**src/rtl/kbd_pkg.sv**
```systemverilog
// Shared constants and types for the keyboard character front end.
package kbd_pkg;

    // Set-2 make codes
    localparam logic [7:0] CAPS   = 8'h58;
    localparam logic [7:0] LSHIFT = 8'h12;
    localparam logic [7:0] RSHIFT = 8'h59;
    localparam logic [7:0] ENTER  = 8'h5A;
    localparam logic [7:0] BKSP   = 8'h66;
    localparam logic [7:0] SPACE  = 8'h29;

    // ASCII control characters produced by the mapper
    localparam logic [7:0] CR = 8'h0D;
    localparam logic [7:0] BS = 8'h08;
    localparam logic [7:0] SP = 8'h20;

    // One captured keyboard event travelling from stage 1 to stage 2
    typedef struct packed {
        logic [8:0] code;       // bit 8 = E0-extended
        logic       press;
        logic       is_repeat;  // same code pressed again with no release in between
        logic       shift;      // Shift level at capture time
    } kbd_event_t;

endpackage

```
**src/rtl/scancode_to_ascii.sv**
```systemverilog
// Combinational set-2 make code to ASCII lookup.
// Optional feature: define KBD_SHIFT_SYMBOL_EN to turn Shift+digit into the
// US symbol row; otherwise digits ignore Shift.
module scancode_to_ascii
    import kbd_pkg::*;
(
    input  logic [8:0] code,
    input  logic       shift,
    input  logic       caps,
    output logic [7:0] ascii,
    output logic       hit
);

`ifdef KBD_SHIFT_SYMBOL_EN
    function automatic logic [7:0] shift_symbol(input logic [7:0] digit);
        case (digit)
            8'h31:   shift_symbol = 8'h21; // !
            8'h32:   shift_symbol = 8'h40; // @
            8'h33:   shift_symbol = 8'h23; // #
            8'h34:   shift_symbol = 8'h24; // $
            8'h35:   shift_symbol = 8'h25; // %
            8'h36:   shift_symbol = 8'h5E; // ^
            8'h37:   shift_symbol = 8'h26; // &
            8'h38:   shift_symbol = 8'h2A; // *
            8'h39:   shift_symbol = 8'h28; // (
            default: shift_symbol = 8'h29; // 0 -> )
        endcase
    endfunction
`endif

    logic [7:0] base;   // letters lowercase, digits plain; 0 = no character
    logic       upper;

    assign upper = shift ^ caps;

    // Raw table lookup; only extended Enter is honoured among E0 codes
    always_comb begin
        base = 8'h00;
        if (code == {1'b1, ENTER}) begin
            base = CR;
        end else if (!code[8]) begin
            case (code[7:0])
                8'h1C: base = 8'h61; 8'h32: base = 8'h62; 8'h21: base = 8'h63;
                8'h23: base = 8'h64; 8'h24: base = 8'h65; 8'h2B: base = 8'h66;
                8'h34: base = 8'h67; 8'h33: base = 8'h68; 8'h43: base = 8'h69;
                8'h3B: base = 8'h6A; 8'h42: base = 8'h6B; 8'h4B: base = 8'h6C;
                8'h3A: base = 8'h6D; 8'h31: base = 8'h6E; 8'h44: base = 8'h6F;
                8'h4D: base = 8'h70; 8'h15: base = 8'h71; 8'h2D: base = 8'h72;
                8'h1B: base = 8'h73; 8'h2C: base = 8'h74; 8'h3C: base = 8'h75;
                8'h2A: base = 8'h76; 8'h1D: base = 8'h77; 8'h22: base = 8'h78;
                8'h35: base = 8'h79; 8'h1A: base = 8'h7A;
                8'h45: base = 8'h30; 8'h16: base = 8'h31; 8'h1E: base = 8'h32;
                8'h26: base = 8'h33; 8'h25: base = 8'h34; 8'h2E: base = 8'h35;
                8'h36: base = 8'h36; 8'h3D: base = 8'h37; 8'h3E: base = 8'h38;
                8'h46: base = 8'h39;
                SPACE: base = SP;
                ENTER: base = CR;
                BKSP:  base = BS;
                default: base = 8'h00;
            endcase
        end
    end

    // Case folding for letters and, when enabled, shifted digit symbols
    always_comb begin
        ascii = base;
        hit   = (base != 8'h00);
        if (upper && (base >= 8'h61) && (base <= 8'h7A)) begin
            ascii = base - 8'h20;
        end
`ifdef KBD_SHIFT_SYMBOL_EN
        if (shift && (base >= 8'h30) && (base <= 8'h39)) begin
            ascii = shift_symbol(base);
        end
`endif
    end

endmodule

```
**src/rtl/kbd_char_fifo.sv**
```systemverilog
// PS/2 keystroke to ASCII front end with a show-ahead character FIFO.
// Stage 1 captures the key event, stage 2 looks it up and pushes it.
// Optional feature macro: KBD_SHIFT_SYMBOL_EN (handled in scancode_to_ascii).
//
// Output handshake: char_valid is the valid, rd_en is the ready. A character
// is consumed at an edge where char_valid=1 and rd_en=1; char_data holds the
// head steady while char_valid=1 and rd_en=0. rd_en while empty is ignored.
module kbd_char_fifo
    import kbd_pkg::*;
#(
    parameter int DEPTH         = 16,
    parameter int CHAR_W        = 8,
    parameter int ACCEPT_REPEAT = 1
) (
    input  logic                   clk,
    input  logic                   rst,
    input  logic [511:0]           key_down,
    input  logic [8:0]             last_change,
    input  logic                   key_valid,
    input  logic                   rd_en,
    output logic [CHAR_W-1:0]      char_data,
    output logic                   char_valid,
    output logic                   fifo_full,
    output logic [$clog2(DEPTH):0] fifo_count,
    output logic                   overflow,
    output logic                   caps_led,
    output logic                   lower_case
);

    localparam int PTR_W = $clog2(DEPTH);
    localparam int CNT_W = PTR_W + 1;
    localparam logic [CNT_W-1:0] FULL_CNT = CNT_W'(DEPTH);

    logic              shift_lvl;
    logic              is_press;
    logic              code_match;
    logic              last_vld;
    logic [8:0]        last_code;
    logic              ev_valid;
    kbd_event_t        ev;
    logic [7:0]        ascii;
    logic              hit;
    logic [CHAR_W-1:0] char_in;
    logic              push_req;
    logic              push_ok;
    logic              pop_ok;
    logic [PTR_W-1:0]  wr_ptr;
    logic [PTR_W-1:0]  rd_ptr;
    logic [CHAR_W-1:0] mem [DEPTH];

    assign shift_lvl  = key_down[{1'b0, LSHIFT}] | key_down[{1'b0, RSHIFT}];
    assign is_press   = key_down[last_change];
    assign code_match = last_vld && (last_code == last_change);

    // Stage 1: capture the event, track repeats, Caps toggle and case level
    always_ff @(posedge clk) begin
        if (!rst) begin
            ev_valid   <= 1'b0;
            ev         <= '0;
            last_vld   <= 1'b0;
            last_code  <= '0;
            caps_led   <= 1'b0;
            lower_case <= 1'b1;
        end else begin
            ev_valid <= key_valid;
            if (key_valid) begin
                ev.code      <= last_change;
                ev.press     <= is_press;
                ev.is_repeat <= is_press && code_match;
                ev.shift     <= shift_lvl;
                if (is_press) begin
                    last_code <= last_change;
                    last_vld  <= 1'b1;
                end else if (code_match) begin
                    last_vld <= 1'b0;
                end
                if (is_press && !code_match && (last_change == {1'b0, CAPS})) begin
                    caps_led <= ~caps_led;
                end
            end
            lower_case <= ~(shift_lvl ^ caps_led);
        end
    end

    scancode_to_ascii u_map (
        .code  (ev.code),
        .shift (ev.shift),
        .caps  (caps_led),
        .ascii (ascii),
        .hit   (hit)
    );

    if (CHAR_W >= 8) begin : g_wide
        assign char_in = CHAR_W'(ascii);
    end else begin : g_narrow
        assign char_in = ascii[CHAR_W-1:0];
    end

    assign push_req   = ev_valid && ev.press && hit && ((ACCEPT_REPEAT != 0) || !ev.is_repeat);
    assign char_valid = (fifo_count != '0);
    assign fifo_full  = (fifo_count == FULL_CNT);
    assign pop_ok     = rd_en && char_valid;
    assign push_ok    = push_req && (!fifo_full || pop_ok);
    assign char_data  = char_valid ? mem[rd_ptr] : '0;

    // Stage 2: pointer, occupancy and sticky overflow bookkeeping
    always_ff @(posedge clk) begin
        if (!rst) begin
            wr_ptr     <= '0;
            rd_ptr     <= '0;
            fifo_count <= '0;
            overflow   <= 1'b0;
        end else begin
            if (push_ok) wr_ptr <= wr_ptr + PTR_W'(1);
            if (pop_ok)  rd_ptr <= rd_ptr + PTR_W'(1);
            case ({push_ok, pop_ok})
                2'b10:   fifo_count <= fifo_count + CNT_W'(1);
                2'b01:   fifo_count <= fifo_count - CNT_W'(1);
                default: fifo_count <= fifo_count;
            endcase
            if (push_req && !push_ok) overflow <= 1'b1;
        end
    end

    // Character storage; contents beyond the occupancy are never observed
    always_ff @(posedge clk) begin
        if (push_ok) mem[wr_ptr] <= char_in;
    end

endmodule
```
**config.mk**
```make
export PLATFORM = sky130hd
export DESIGN_NAME = kbd_char_fifo
export DESIGN_NICKNAME = d
export VERILOG_FILES = /design/src/rtl/kbd_pkg.sv /design/src/rtl/scancode_to_ascii.sv /design/src/rtl/kbd_char_fifo.sv
export SDC_FILE = /design/constraint.sdc
export NUM_CORES = 1
export LEC_CHECK = 0
export ABC_AREA = 1
export BUFFER_PORTS_ARGS = -buffer_cell sky130_fd_sc_hd__buf_2
export CAP_MARGIN = 20
export CORE_AREA = 2 2 213 215
export DETAILED_ROUTE_END_ITERATION = 8
export DIE_AREA = 0 0 215 217
export PLACE_DENSITY = 0.54
export SLEW_MARGIN = 10
export SYNTH_ARGS = -nofsm -noshare
export SYNTH_HDL_FRONTEND = slang
export SYNTH_HIERARCHICAL = 1
export SYNTH_SLANG_ARGS = --single-unit
```
**constraint.sdc**
```tcl
create_clock -name clk -period 3.32 [get_ports clk]
set_clock_uncertainty 0.15 [all_clocks]
set_input_delay 0.332 -clock clk [delete_from_list [all_inputs] [get_ports clk]]
set_output_delay 0.332 -clock clk [all_outputs]
set_load 0.01 [all_outputs]
```
**Word level (Yosys, flattened, before mapping)**

Memories as Yosys holds them, arrays and structs flattened. A register that Yosys moved wholly into a read port is not among the register bits.
Index checks and enable logic that the tools add are counted.

- Bits in registers: 38
- RAM bits: 128
- Bits in read-only memories: 896
- Input port bits: 525
- Word-level logic and storage cells: 70
- Memories kept: 2

Memory list:

| memory | words | bits a word | read ports | clocked after Yosys merged registers in | write ports | RTL line | source |
|---|---|---|---|---|---|---|---|
| (name not given) | 128 | 7 | 1 | 1 | 0 | scancode_to_ascii.sv:42 | `case (code[7:0])` |
| mem | 16 | 8 | 1 | 1 | 1 | kbd_char_fifo.sv:49 | `logic [CHAR_W-1:0] mem [DEPTH];` |

- Add/sub/neg operators: 5
- Order comparisons: 3
- Eq/ne operators: 6
- Multiplexer cells: 16
- Bitwise operators: 5
- Reductions and logical operators: 21

Operators by type and width:

| operator | count |
|---|---|
| 8-bit 2-to-1 mux | 5 |
| 7-bit 2-to-1 mux | 2 |
| 1-bit logical AND | 10 |
| 9-bit by 10-bit < comparator with 1-bit output, second input constant | 1 |
| 5-bit case mux with 2 select lines | 1 |
| 1-bit binary-select mux with 9-bit select | 1 |
| 9-bit by 7-bit == test with 1-bit output, second input constant | 1 |
| 9-bit == test | 1 |
| 9-bit == test, second input constant | 1 |
| 4-bit by 1-bit adder with 4-bit output, second input constant | 2 |
| 8-bit by 7-bit >= comparator with 1-bit output, second input constant | 1 |
| 8-bit by 7-bit less-or-equal comparator with 1-bit output, second input constant | 1 |
| 4-bit 2-to-1 mux | 2 |
| 8-bit nonzero test | 1 |
| 8-bit by 6-bit subtractor with 8-bit output, second input constant | 1 |
| 2-bit AND reduction | 3 |
| 5-bit by 1-bit adder with 5-bit output, second input constant | 1 |
| 5-bit == test, second input constant | 1 |
| 1-bit 2-to-1 mux | 5 |
| 5-bit nonzero test | 1 |
| 5-bit by 1-bit subtractor with 5-bit output, second input constant | 1 |
| 2-bit nonzero test | 2 |
| 1-bit zero test | 3 |
| 2-bit by 1-bit == test with 1-bit output, second input constant | 1 |
| 5 further kinds | 7 |

**Logic depth before layout (Yosys ltp)**

- Depth in word-level cells: 8
- Gate-level depth with buffers: 22
- Gate-level depth less buffers: 22

**Hierarchy**

Netlist, hierarchy kept.

Modules (own cells, without submodules):

| module | times used | cells an instance | area an instance (um^2) | sequential area each (um^2) |
|---|---|---|---|---|
| kbd_char_fifo | 1 | 1771 | 12104.1 | 4684.5 |
| scancode_to_ascii | 1 | 196 | 938.4 | 0.0 |

**Worst setup path after synthesis**

Ideal clock, no wire load.

- Kind: register to register
- Start: register ev[4] (netlist name)
- End: register fifo_count[4]
- Arrival time: 3351 ps
- Data required time: 3051 ps
- Slack: -301 ps
- Stages on the path, launching flop included: 19
- Buffers on the path: 0
- Cell sequence: dfxtp_1 inv_1 ha_1 inv_1 o21ai_0 a21oi_1 a21oi_1 nor2_1 nand3_2 nand3b_1 nand3_1 inv_1 nor2_1 ha_1 nand2_1 o21ai_0 mux2_2 o21ai_0 a21oi_1

- Longest elaborated chain between the ends: 7
- Elaborated cells between the ends (all ways): 9
- Those cells by class: eq/ne: 3; mux: 2; reduce/logical: 4

Ends and longest elaborated chain:

| item | RTL line | source |
|---|---|---|
| 9-bit == test * | scancode_to_ascii.sv:39 | `if (code == {1'b1, ENTER}) begin` |
| 8-bit 2-to-1 mux * | scancode_to_ascii.sv:39 |  |
| 8-bit nonzero test * | scancode_to_ascii.sv:67 | `hit = (base != 8'h00);` |
| via hit | kbd_char_fifo.sv:42 | `logic hit;` |
| 1-bit logical AND * | kbd_char_fifo.sv:99 | `assign push_req = ev_valid && ev.press && hit && ((ACCEPT_REPEAT != 0) \|\| !ev.is_repeat);` |
| 1-bit logical AND * | kbd_char_fifo.sv:103 | `assign push_ok = push_req && (!fifo_full \|\| pop_ok);` |
| 2-bit by 1-bit == test with 1-bit output / 2-bit == test (equally long branches) | kbd_char_fifo.sv:116 | `case ({push_ok, pop_ok})` |
| 5-bit case mux with 2 select lines / 2-bit nonzero test (equally long branches) | n/a |  |
| end signal: assignment | kbd_char_fifo.sv:117 | `2'b10: fifo_count <= fifo_count + CNT_W'(1);` |
| end signal: assignment | kbd_char_fifo.sv:118 | `2'b01: fifo_count <= fifo_count - CNT_W'(1);` |
| end signal: assignment | kbd_char_fifo.sv:119 | `default: fifo_count <= fifo_count;` |
| end: declaration | kbd_char_fifo.sv:24 | `output logic [$clog2(DEPTH):0] fifo_count,` |

Mark *: on every way through the listed nets, which the timed path passes. The rest lies on a longest branch.
A chain may end at the register's enable or synchronous reset.

**Final worst setup path**

- Start: register ev[4] (netlist name)
- End: register fifo_count[4]

- Longest elaborated chain between the ends: 7
- Elaborated cells between the ends (all ways): 9
- Those cells by class: eq/ne: 3; mux: 2; reduce/logical: 4

Ends and longest elaborated chain:

| item | RTL line |
|---|---|
| 9-bit == test * | scancode_to_ascii.sv:39 |
| 8-bit 2-to-1 mux * | scancode_to_ascii.sv:39 |
| 8-bit nonzero test * | scancode_to_ascii.sv:67 |
| via hit | kbd_char_fifo.sv:42 |
| 1-bit logical AND * | kbd_char_fifo.sv:99 |
| 1-bit logical AND * | kbd_char_fifo.sv:103 |
| 2-bit by 1-bit == test with 1-bit output / 2-bit == test (equally long branches) | kbd_char_fifo.sv:116 |
| 5-bit case mux with 2 select lines / 2-bit nonzero test (equally long branches) | n/a |

Marked as above.

==> impl_metrics.ini <==
[global_routing]
grt_overflow = 0
grt_pass1_wl_um = 89800
grt_pass1_vias = 15800
grt.total_usage_pct = 24.7
grt_max_degree = 69
antenna_found_initial = 5

[die]
fp.dieArea_mm2 = 0.0467
io_pins = 543
coreArea_mm2 = 0.0447
dieWidth_um = 215
core.rowCount = 78
die_y_um = 217
start_util_pct = 29.2

[timing]
setup-violations-final = 0
min_period_over_period_pct = 99.1
tightest_slew_ps = 768
hold_viol = 0
relSlewSlack_pct = 48.8
layout_min_cycle_time_ps = 3290
rsz0062_at_grt = yes
timing.setup.tns_ps = 0
worst_slack_ps = 29.2
fin_hold_ws_ps = 129
finalMaxSlewViolations = 0
fmax_mhz = 304

[hold_path]
worstHoldStart = rd_en
hold_end = overflow
whs_path_depth = 4
hold_class = input pin to flip-flop

[final_layout]
drive_above_1_share_pct = 31.4
syn_to_final_growth_pct = 37.2
post-route-util_pct = 40.0
final_cell_mix = nand2_1 (673), buf_2 (540), nand3_1 (506)
final.fill_count = 4798
multiInputGateArea_mm2 = 0.00748
seqCellArea_mm2 = 0.00470
mostFrequentLayoutCell = nand2_1
fin_nets = 3068

[clocking]
clock_sinks = 170
cts.clk_slew.worst_paths_ps = 80
cts_tree = built
cts_hold_buf = 0
htree_levels = 4
root_buffer = clkbuf_16
cts_buffers = 17
clockBufferDepth = 2
clk_latency_ps = 430

[synthesis]
synthSimpleGateAreaFrac_pct = 44.5
synth_compound_gate_area_share_pct = 8.56
synth.distinct_cells = 37
muxShareOfSynthArea_pct = 0.0863
synth_fa_ha_area_share_pct = 1.69
yosys.area.top_type = edfxtp_1
ys_warn_count = 6
syn_nets = 2509
ys_ff_latch = 170
synth_area_mm2 = 0.0130
postSynthCellCount = 1967
yosysSeqAreaShare_pct = 35.9
syn_avg_cell_area_um2 = 6.63
synth-xor-area-share_pct = 0.604
synth_top_area_share_pct = 29.5
synth_top_family_by_area = simple AND/OR/NAND/NOR gates
yosys-top-cells-area = edfxtp_1 (29%), nand2_1 (20%), nand3_1 (20%), dfxtp_1 (6.4%), o21ai_0 (4.0%)

[drt]
detail-route-antenna-nets = 0
viasPerCell = 5.11
route.detailed.drc = 0
routed_wl_um = 59600
avgRoutedWirePerCell_um = 19.0
firstDrtPassIters = 6
vias = 16100
first_iter_violations = 1567

[place]
gp_congestion = 0.891
dp_slack_ps = -254
port_buffers = 542
hpwl_um = 45900

[setup_path]
crit_arrival_ps = 3450
slowest_stage = dfxtp_4
startpoint_type = flip-flop
path_cells = inv_6 > ha_4 > a21oi_4 > nor2_4 > nand2_1 > nand2_1 > nor2_2 > nor2_2 > nor2_2 > nand3_2 > nand3b_1 > nand3_2 > inv_2 > nor2_4 > inv_2 > fa_2 > o21ai_2 > mux2_4 > o21ai_1 > a21oi_1
r2r_setup_slack_ps = 30
crit_family = simple AND/OR/NAND/NOR gates
r2r_cells = 20
crit_type = flip-flop to flip-flop
worstPathMaxFanout = 4
worstSetupEndpointType = flip-flop
slowest_delay_ps = 390
path_buf_inv = 3
rr_startpoint = ev[4]
path_common_cell = nor2_2
critPathRequiredTime_ps = 3480
r2r-end = fifo_count[4]

[power]
clock_power_share_pct = 27.3
switchingPower_mw = 2.87
power_density_mw_per_mm2 = 426
p_leak_nw = 8.54
pwr-share-seq_pct = 32.4
total_power_mw = 7.62
p_int_mw = 4.75
ir_drop_mv = 0.285
comb_power_share_pct = 40.3
switching_share_pct = 37.7

[outcome]
status = finished clean

[job]
maxCapViolCount = 0
## how the worst max path moves through the flow
| stage | from | end | slack [ps] | cells after the start |
|---|---|---|---|---|
| after floorplan | ev[3] | fifo_count[4] | 8 | 18 |
| after global placement | ev[3] | fifo_count[4] | -270 | 20 |
| after detailed placement | ev[3] | fifo_count[4] | -250 | 20 |
| after CTS | ev[4] | fifo_count[4] | 2 | 18 |
| after global routing | ev[4] | fifo_count[4] | -120 | 20 |
| final | ev[4] | fifo_count[4] | 30 | 20 |
## cells in the mapped netlist, drive strengths merged
cell and n:
a21oi 56, a31oi 2, and3 1, buf 104, clkbuf 41, clkinv 3
dfxtp 42, edfxtp 128, fa 1, ha 16, inv 68, mux2 1
nand2 695, nand3 514, nand3b 2, nand4 5, nor2 130, nor4 4
o211ai 1, o21a 2, o21ai 108, o221ai 24, o22ai 8, or2 2
xnor2 3, xor2 6
## layer usage
layer	track usage [%]	up-vias	wire length, um
li1	-	7775	-
met3	3.30	68	3980
met5	0	-	24
met2	42.3	697	28400
met1	33.1	7513	26200
met4	5.75	4	1020
## layout make-up
type | count | share of cell area [%]
antenna | 3 | 0.0420
inverter | 71 | 1.63
tap | 600 | 4.20
clock buffer | 17 | 2.38
sequential | 170 | 26.2
clock inverter | 15 | 1.12
timing repair buffer | 685 | 22.6
multi-input combinational | 1581 | 41.8
## sequential cells by signal, indices dropped and copies added (netlist names), named ones only
name        flops
caps_led        1
ev             11
ev_valid        1
fifo_count      5
last_code       9
last_vld        1
lower_case      1
mem           128
overflow        1
rd_ptr          4
wr_ptr          4
## power groups by stage
stage          Clock (mW)  Combinational, mW  Sequential (mW)
2_1_floorplan           0               1.65             2.50
3_3_place_gp            0               2.93             2.50
3_5_place_dp            0               2.92             2.51
4_1_cts              2.12               2.99             2.47
5_1_grt              2.21               3.39             2.48
6_report             2.08               3.07             2.47
## metrics by stage
step / std cells / instance area, um2
3_3_place_gp: 3089 / 16800
2_1_floorplan: 1967 / 13100
3_5_place_dp: 3089 / 16800
6_report: 3142 / 17900
5_1_grt: 3141 / 17900
4_1_cts: 3133 / 17700
## cell families (layout without fill, tap and decap cells)
family,Yosys count,count (layout)
compound gates,201,201
xor+xnor,9,9
fa+ha+maj,17,17
buf+inv,216,788
flops,170,170
mux,1,1
other cells,0,3
simple gates,1353,1353
## worst reg2reg max path: stages (launching register included)
cell      delay [ps]
dfxtp_4          390
inv_6             50
ha_4             250
a21oi_4          220
nor2_4            60
nand2_1           60
nand2_1           60
nor2_2           110
nor2_2            60
nor2_2           130
nand3_2          100
nand3b_1         220
nand3_2          100
inv_2             50
nor2_4           130
inv_2             60
fa_2             340
o21ai_2          140
mux2_4           310
o21ai_1          110
a21oi_1           50
## repair_timing
item	4_1_cts	5_1_grt
cloned	0	1
endpoints found under the setup margin	108	181
buffers inserted	12	6
gates resized for setup	28	51
pin swaps	15	18
Note: power is estimated with default switching activity, not from simulation.
